--- src/rtl/bitrev_frame_ctrl_if.sv ---
// Sample-in / RAM / sample-out signal bundle for bitrev_frame_ctrl.
// master: the controller side; slave: the source, the RAM and the sink side.
// No storage; the bundle is wires only, so it adds no latency.
interface bitrev_frame_ctrl_if #(
  parameter int N = 16,
  parameter int I = 8,
  parameter int F = 8
);
  // Input sample stream
  logic                   i_in_valid;
  logic                   o_in_ready;
  logic [I+F-1:0]         i_in_data;
  // RAM write port
  logic                   o_wr_en;
  logic [$clog2(N)-1:0]   o_wr_addr;
  logic [I+F-1:0]         o_wr_data;
  // RAM read port
  logic                   o_rd_en;
  logic [$clog2(N)-1:0]   o_rd_addr;
  logic [I+F-1:0]         i_rd_data;
  // Output sample stream
  logic                   o_out_valid;
  logic                   i_out_ready;
  logic [I+F-1:0]         o_out_data;
  logic                   o_out_last;
  // Status
  logic                   o_busy;

  modport master (
    input  i_in_valid, i_in_data, i_rd_data, i_out_ready,
    output o_in_ready, o_wr_en, o_wr_addr, o_wr_data,
           o_rd_en, o_rd_addr, o_out_valid, o_out_data, o_out_last, o_busy
  );

  modport slave (
    output i_in_valid, i_in_data, i_rd_data, i_out_ready,
    input  o_in_ready, o_wr_en, o_wr_addr, o_wr_data,
           o_rd_en, o_rd_addr, o_out_valid, o_out_data, o_out_last, o_busy
  );
endinterface

--- src/rtl/bitrev_frame_ctrl.sv ---
// Loads one N-sample frame into RAM at bit-reversed addresses, then drains it in natural order.
// Latency: first output 3 cycles after the last write, then 1 sample/cycle while ready.
// Backpressure: 2-entry output FIFO; reads are throttled so nothing is dropped; input stalls in DRAIN.
module bitrev_frame_ctrl #(
  parameter int N = 16,
  parameter int I = 8,
  parameter int F = 8
) (
  input  logic                  clk,
  input  logic                  rst,
  bitrev_frame_ctrl_if.master   bus
);
  localparam int W  = I + F;
  localparam int AW = $clog2(N);
  localparam logic [AW-1:0] LAST_IDX = AW'(N - 1);
  localparam logic [AW:0]   RD_TOTAL = (AW + 1)'(N);

  typedef enum logic {LOAD = 1'b0, DRAIN = 1'b1} state_t;

  state_t          state_q, state_d;
  logic [AW-1:0]   wr_cnt_q, wr_cnt_d;
  logic [AW:0]     rd_cnt_q, rd_cnt_d;     // one extra bit so "all N issued" is representable
  logic [AW-1:0]   out_cnt_q, out_cnt_d;
  logic            inflight_q, inflight_d;
  logic [W-1:0]    fifo_mem_q [2];
  logic [W-1:0]    fifo_mem_d [2];
  logic            fifo_wr_ptr_q, fifo_wr_ptr_d;
  logic            fifo_rd_ptr_q, fifo_rd_ptr_d;
  logic [1:0]      fifo_cnt_q, fifo_cnt_d;

  logic            accept;
  logic            issue;
  logic            push;
  logic            pop;
  logic            last_pop;
  logic [2:0]      occ;

  function automatic logic [AW-1:0] bitrev(input logic [AW-1:0] v);
    logic [AW-1:0] r;
    r = '0;
    for (int b = 0; b < AW; b++) r[b] = v[AW-1-b];
    return r;
  endfunction

  // Output stream is the FIFO head; data words pass through untouched.
  assign bus.o_out_valid = (fifo_cnt_q != 2'd0);
  assign bus.o_out_data  = fifo_mem_q[fifo_rd_ptr_q];
  assign bus.o_out_last  = bus.o_out_valid && (out_cnt_q == LAST_IDX);
  assign bus.o_wr_data   = bus.i_in_data;
  assign bus.o_rd_addr   = rd_cnt_q[AW-1:0];

  assign pop      = bus.o_out_valid && bus.i_out_ready;
  assign last_pop = pop && (out_cnt_q == LAST_IDX);
  assign push     = inflight_q;
  // Entries held plus the read already on its way from the RAM.
  assign occ      = {1'b0, fifo_cnt_q} + {2'b0, inflight_q};

  // FSM next state and handshake/RAM control outputs.
  always_comb begin
    state_d        = state_q;
    accept         = 1'b0;
    issue          = 1'b0;
    bus.o_in_ready = 1'b0;
    bus.o_wr_en    = 1'b0;
    bus.o_wr_addr  = '0;
    bus.o_rd_en    = 1'b0;
    bus.o_busy     = 1'b0;
    case (state_q)
      LOAD: begin
        bus.o_in_ready = 1'b1;
        accept         = bus.i_in_valid;
        bus.o_wr_en    = accept;
        bus.o_wr_addr  = accept ? bitrev(wr_cnt_q) : '0;
        if (accept && (wr_cnt_q == LAST_IDX)) state_d = DRAIN;
      end
      DRAIN: begin
        bus.o_busy  = 1'b1;
        // A pop this cycle frees a slot, so a read can still issue with 2 held.
        issue       = (rd_cnt_q < RD_TOTAL) && (occ < ({2'b0, pop} + 3'd2));
        bus.o_rd_en = issue;
        if (last_pop) state_d = LOAD;
      end
      default: state_d = LOAD;
    endcase
  end

  // Counters and the 2-entry output FIFO.
  always_comb begin
    wr_cnt_d      = wr_cnt_q;
    rd_cnt_d      = rd_cnt_q;
    out_cnt_d     = out_cnt_q;
    inflight_d    = issue;
    fifo_mem_d    = fifo_mem_q;
    fifo_wr_ptr_d = fifo_wr_ptr_q;
    fifo_rd_ptr_d = fifo_rd_ptr_q;
    fifo_cnt_d    = fifo_cnt_q + {1'b0, push} - {1'b0, pop};

    if (accept) begin
      wr_cnt_d = (wr_cnt_q == LAST_IDX) ? '0 : wr_cnt_q + AW'(1);
    end
    if (issue) rd_cnt_d = rd_cnt_q + (AW + 1)'(1);
    if (push) begin
      fifo_mem_d[fifo_wr_ptr_q] = bus.i_rd_data;
      fifo_wr_ptr_d             = ~fifo_wr_ptr_q;
    end
    if (pop) begin
      fifo_rd_ptr_d = ~fifo_rd_ptr_q;
      out_cnt_d     = out_cnt_q + AW'(1);
    end
    // The final pop leaves nothing held or in flight; restart cleanly for the next frame.
    if (last_pop) begin
      rd_cnt_d      = '0;
      out_cnt_d     = '0;
      inflight_d    = 1'b0;
      fifo_wr_ptr_d = 1'b0;
      fifo_rd_ptr_d = 1'b0;
      fifo_cnt_d    = 2'd0;
    end
  end

  // State registers with synchronous reset; a reset discards any partial frame.
  always_ff @(posedge clk) begin
    if (rst) begin
      state_q       <= LOAD;
      wr_cnt_q      <= '0;
      rd_cnt_q      <= '0;
      out_cnt_q     <= '0;
      inflight_q    <= 1'b0;
      fifo_mem_q[0] <= '0;
      fifo_mem_q[1] <= '0;
      fifo_wr_ptr_q <= 1'b0;
      fifo_rd_ptr_q <= 1'b0;
      fifo_cnt_q    <= 2'd0;
    end else begin
      state_q       <= state_d;
      wr_cnt_q      <= wr_cnt_d;
      rd_cnt_q      <= rd_cnt_d;
      out_cnt_q     <= out_cnt_d;
      inflight_q    <= inflight_d;
      fifo_mem_q[0] <= fifo_mem_d[0];
      fifo_mem_q[1] <= fifo_mem_d[1];
      fifo_wr_ptr_q <= fifo_wr_ptr_d;
      fifo_rd_ptr_q <= fifo_rd_ptr_d;
      fifo_cnt_q    <= fifo_cnt_d;
    end
  end
endmodule

--- src/flat_wrapper.sv ---
// flat-port wrapper written by rule: the top's interface ports become plain ports
module bitrev_frame_ctrl_flat 
#(
  parameter int N = 16,
  parameter int I = 8,
  parameter int F = 8
)
  (clk, rst, bus_i_in_valid, bus_i_in_data, bus_i_rd_data, bus_i_out_ready, bus_o_in_ready, bus_o_wr_en, bus_o_wr_addr, bus_o_wr_data, bus_o_rd_en, bus_o_rd_addr, bus_o_out_valid, bus_o_out_data, bus_o_out_last, bus_o_busy);
  bitrev_frame_ctrl_if #(.N(N), .I(I), .F(F)) bus_i ();
  input  logic clk;
  input  logic rst;
  input wire logic [$bits(bus_i.i_in_valid)-1:0] bus_i_in_valid;
  input wire logic [$bits(bus_i.i_in_data)-1:0] bus_i_in_data;
  input wire logic [$bits(bus_i.i_rd_data)-1:0] bus_i_rd_data;
  input wire logic [$bits(bus_i.i_out_ready)-1:0] bus_i_out_ready;
  output wire logic [$bits(bus_i.o_in_ready)-1:0] bus_o_in_ready;
  output wire logic [$bits(bus_i.o_wr_en)-1:0] bus_o_wr_en;
  output wire logic [$bits(bus_i.o_wr_addr)-1:0] bus_o_wr_addr;
  output wire logic [$bits(bus_i.o_wr_data)-1:0] bus_o_wr_data;
  output wire logic [$bits(bus_i.o_rd_en)-1:0] bus_o_rd_en;
  output wire logic [$bits(bus_i.o_rd_addr)-1:0] bus_o_rd_addr;
  output wire logic [$bits(bus_i.o_out_valid)-1:0] bus_o_out_valid;
  output wire logic [$bits(bus_i.o_out_data)-1:0] bus_o_out_data;
  output wire logic [$bits(bus_i.o_out_last)-1:0] bus_o_out_last;
  output wire logic [$bits(bus_i.o_busy)-1:0] bus_o_busy;
  assign bus_i.i_in_valid = bus_i_in_valid;
  assign bus_i.i_in_data = bus_i_in_data;
  assign bus_i.i_rd_data = bus_i_rd_data;
  assign bus_i.i_out_ready = bus_i_out_ready;
  assign bus_o_in_ready = bus_i.o_in_ready;
  assign bus_o_wr_en = bus_i.o_wr_en;
  assign bus_o_wr_addr = bus_i.o_wr_addr;
  assign bus_o_wr_data = bus_i.o_wr_data;
  assign bus_o_rd_en = bus_i.o_rd_en;
  assign bus_o_rd_addr = bus_i.o_rd_addr;
  assign bus_o_out_valid = bus_i.o_out_valid;
  assign bus_o_out_data = bus_i.o_out_data;
  assign bus_o_out_last = bus_i.o_out_last;
  assign bus_o_busy = bus_i.o_busy;
  bitrev_frame_ctrl #(.N(N), .I(I), .F(F)) u_core (.clk(clk), .rst(rst), .bus(bus_i));
endmodule
--- config.mk ---
export PLATFORM = sky130hd
export DESIGN_NAME = bitrev_frame_ctrl_flat
export DESIGN_NICKNAME = d
export VERILOG_FILES = /design/src/rtl/bitrev_frame_ctrl_if.sv /design/src/rtl/bitrev_frame_ctrl.sv /design/src/flat_wrapper.sv
export SDC_FILE = /design/constraint.sdc
export NUM_CORES = 1
export LEC_CHECK = 0
export ABC_CLOCK_PERIOD_IN_PS = 2000
export BUFFER_PORTS_ARGS = -buffer_cell sky130_fd_sc_hd__buf_4
export CAP_MARGIN = 15
export CORE_UTILIZATION = 30
export DETAILED_ROUTE_END_ITERATION = 6
export PLACE_DENSITY = 0.53
export SKIP_CTS_REPAIR_TIMING = 1
export SLEW_MARGIN = 20
export SYNTH_ARGS = -nofsm -noshare
export SYNTH_HDL_FRONTEND = slang
export SYNTH_SLANG_ARGS = --single-unit
--- constraint.sdc ---
create_clock -name clk -period 2 [get_ports clk]
set_clock_uncertainty 0.1 [all_clocks]
set_input_delay 0.4 -clock clk [delete_from_list [all_inputs] [get_ports clk]]
set_output_delay 0.4 -clock clk [all_outputs]
set_load 0.01 [all_outputs]
==> metrics.txt <==
MaxCap Viol Count=0; WL final=5150 µm; DR pass1 iterations=4; core area=7370 µm²; port bufs=49; status=complete, but fails checks; PwrDens=745 nW/µm²; Worst Path Max Fanout=5; Remaining DRCs=0; VDD IR max=0.282 mV; Min-Delay Path Class=in -> reg; DR vias=1908; WL/cell=12.3 µm; boundary pin count=82; fin crit period=2.11 ns; CTS Buf Count=5; number of global-route vias before repair=1755; Root Buffer=clkbuf_8; Via density=4.54; ANT cells=0; die width=90.2 µm; CTS Sinks=51; H-tree levels=2; worst skew pair latency=0.30 ns; row count=31; Cell Area, Synth=2330 µm²; Distinct cells, synth=33; pre-CTS setup slack=0.123 ns; CTS clk-pin slew, worst paths=0.10 ns; RSZ-0062 raised after global routing=yes; WS Path Type=reg -> out; dpl hpwl=3390 µm; synthesized instance count=284; Hold Fails Final Rpt=0; Fillers=807; Setup-failing EPs final=2; first-pass GRT wire length=8350 µm; leading area contributor after synthesis=dfxtp_1; Max Fclk=474 MHz; GPL Wtd Cong=0.770; FFs w/ async S/R, synth=0; Avg Cell Area, Syn=8.21 µm²; grt ovf=0; Slew HR=0.582; cells taking the most area after synthesis=dfxtp_1 44%, nand2_1 12%, a21oi_1 9.0%, mux2_2 8.2%, buf_4 6.4%; Max Slew Vio Count=0; Worst-Margin Slew=0.625 ns; synthesis-to-finish area growth=22.7%; antenna violations before repair=0; failing checks=setup timing; First DRT Iteration DRCs=39; GRT Total Usage=0.126; Final ANT Viol Nets=0; share of the synthesized area in the top cell type=0.438; WP data arrival=1.61 ns; setup TNS=-0.120 ns; register area share after synthesis=0.438; #FFs+latches synth=51; CTS tree=built; Crit. End Element=primary output; Mapped Nets=327; worst setup margin=-0.108 ns; fraction of layout cells with a size suffix above 1=0.305; largest net degree at the start of global routing=39; Worst EP required=1.50 ns; clk buf depth=2; Initial Utilization=0.316; DIE HEIGHT=90.2 µm; die area=8130 µm²; final net count=363; Worst Setup Start Kind=register; fin crit share=1.05; number of enable flip-flop cells after synthesis=0; leak pwr=1.15 nW; Synth Warn #=0; prevailing post-synth register cell=dfxtp_1
synth_stat cells, types with 3 or more instances:
cell      instances
and2_1            4
ha_1              7
inv_1             5
nor2_1           13
nand2_1          72
xnor2_1           3
nand3_1           4
a21oi_1          42
xor2_1            4
dfxtp_1          51
mux2_2           17
buf_4            20
clkbuf_1         13
o21ai_0           6
nand4_1           3
or3_1             3
worst max-delay path, stage by stage, from the launching register on:
cell     delay, ns
dfxtp_2       0.36
ha_4          0.17
ha_4          0.15
or3_4         0.39
nor2_1        0.11
buf_4         0.12
flip-flops by register name, indices dropped and copies added (netlist names):
name,flops
u_core.fifo_mem_q,32
u_core.rd_cnt_q,5
u_core.out_cnt_q,4
u_core.wr_cnt_q,4
u_core.fifo_cnt_q,2
u_core.fifo_rd_ptr_q,1
u_core.fifo_wr_ptr_q,1
u_core.inflight_q,1
u_core.state_q,1
cells in the final DEF (no fill, tap or decap), drive strengths merged, types with 4 or more instances in the layout:
cell type	count
a21oi	42
and2	4
buf	64
clkbuf	6
dfxtp	51
ha	7
inv	6
mux2	17
nand2	72
nand3	4
nor2	13
o21ai	7
xor2	4
final cells by class:
class	count	area, µm²	share of cell area
Multi-Input combinational cell	191	1110	0.387
Sequential cell	51	1030	0.358
Timing Repair Buffer	64	480	0.168
Tap cell	99	124	0.0433
Clock buffer	6	82.6	0.0288
Inverter	7	26.3	0.00918
Clock inverter	2	16.3	0.00568
logic make-up after synthesis:
kind of cell	Yosys count	synth area share
compound gates	52	0.115
xor+xnor	7	0.0263
fa+ha+maj	7	0.0376
buf+inv	42	0.101
flops	51	0.438
mux	18	0.0864
simple gates	107	0.196
metal layers:
| layer | vias up | global-route usage | wire length [µm] |
|---|---|---|---|
| met1 | 879 | 0.165 | 2500 |
| met4 | 0 | 0.0511 | 74 |
| met5 | - | 0 | 0 |
| met2 | 36 | 0.204 | 2400 |
| met3 | 6 | 0.0245 | 185 |
| li1 | 987 | - | - |
where the power goes:
part / total, mW / leakage, nW / switching [mW] / internal, mW
clock network: 0.633 / 0.0474 / 0.350 / 0.283
logic: 0.412 / 0.687 / 0.200 / 0.212
registers: 1.09 / 0.412 / 0.0393 / 1.05
total: 2.13 / 1.15 / 0.589 / 1.54
through the flow:
stage	std cells	util	area [µm²]	power, mW	hold slack, ns
after floorplan	284	-	2330	1.37	0.333
after global placement	407	0.365	2690	1.49	0.339
after detailed placement	407	0.365	2690	1.49	0.344
after CTS	415	0.378	2790	2.14	0.224
after global routing	420	0.388	2860	2.25	0.219
final	420	0.388	2860	2.13	0.236
final timing paths:
check                                                         from                                 end  slack (ns)  cells after the start
worst max-delay path               u_core.fifo_cnt_q[0]$_SDFF_PP0_                         bus_o_rd_en       -0.11                      5
worst min-delay path                              bus_i_rd_data[3]   u_core.fifo_mem_q[3]$_SDFFE_PP0P_        0.24                      3
worst max register to register     u_core.fifo_cnt_q[0]$_SDFF_PP0_     u_core.rd_cnt_q[2]$_SDFFE_PP0P_       -0.01                      7
worst min register to register  u_core.fifo_mem_q[24]$_SDFFE_PP0P_  u_core.fifo_mem_q[24]$_SDFFE_PP0P_        0.36                      2
Power figures use the tool's default switching activity.
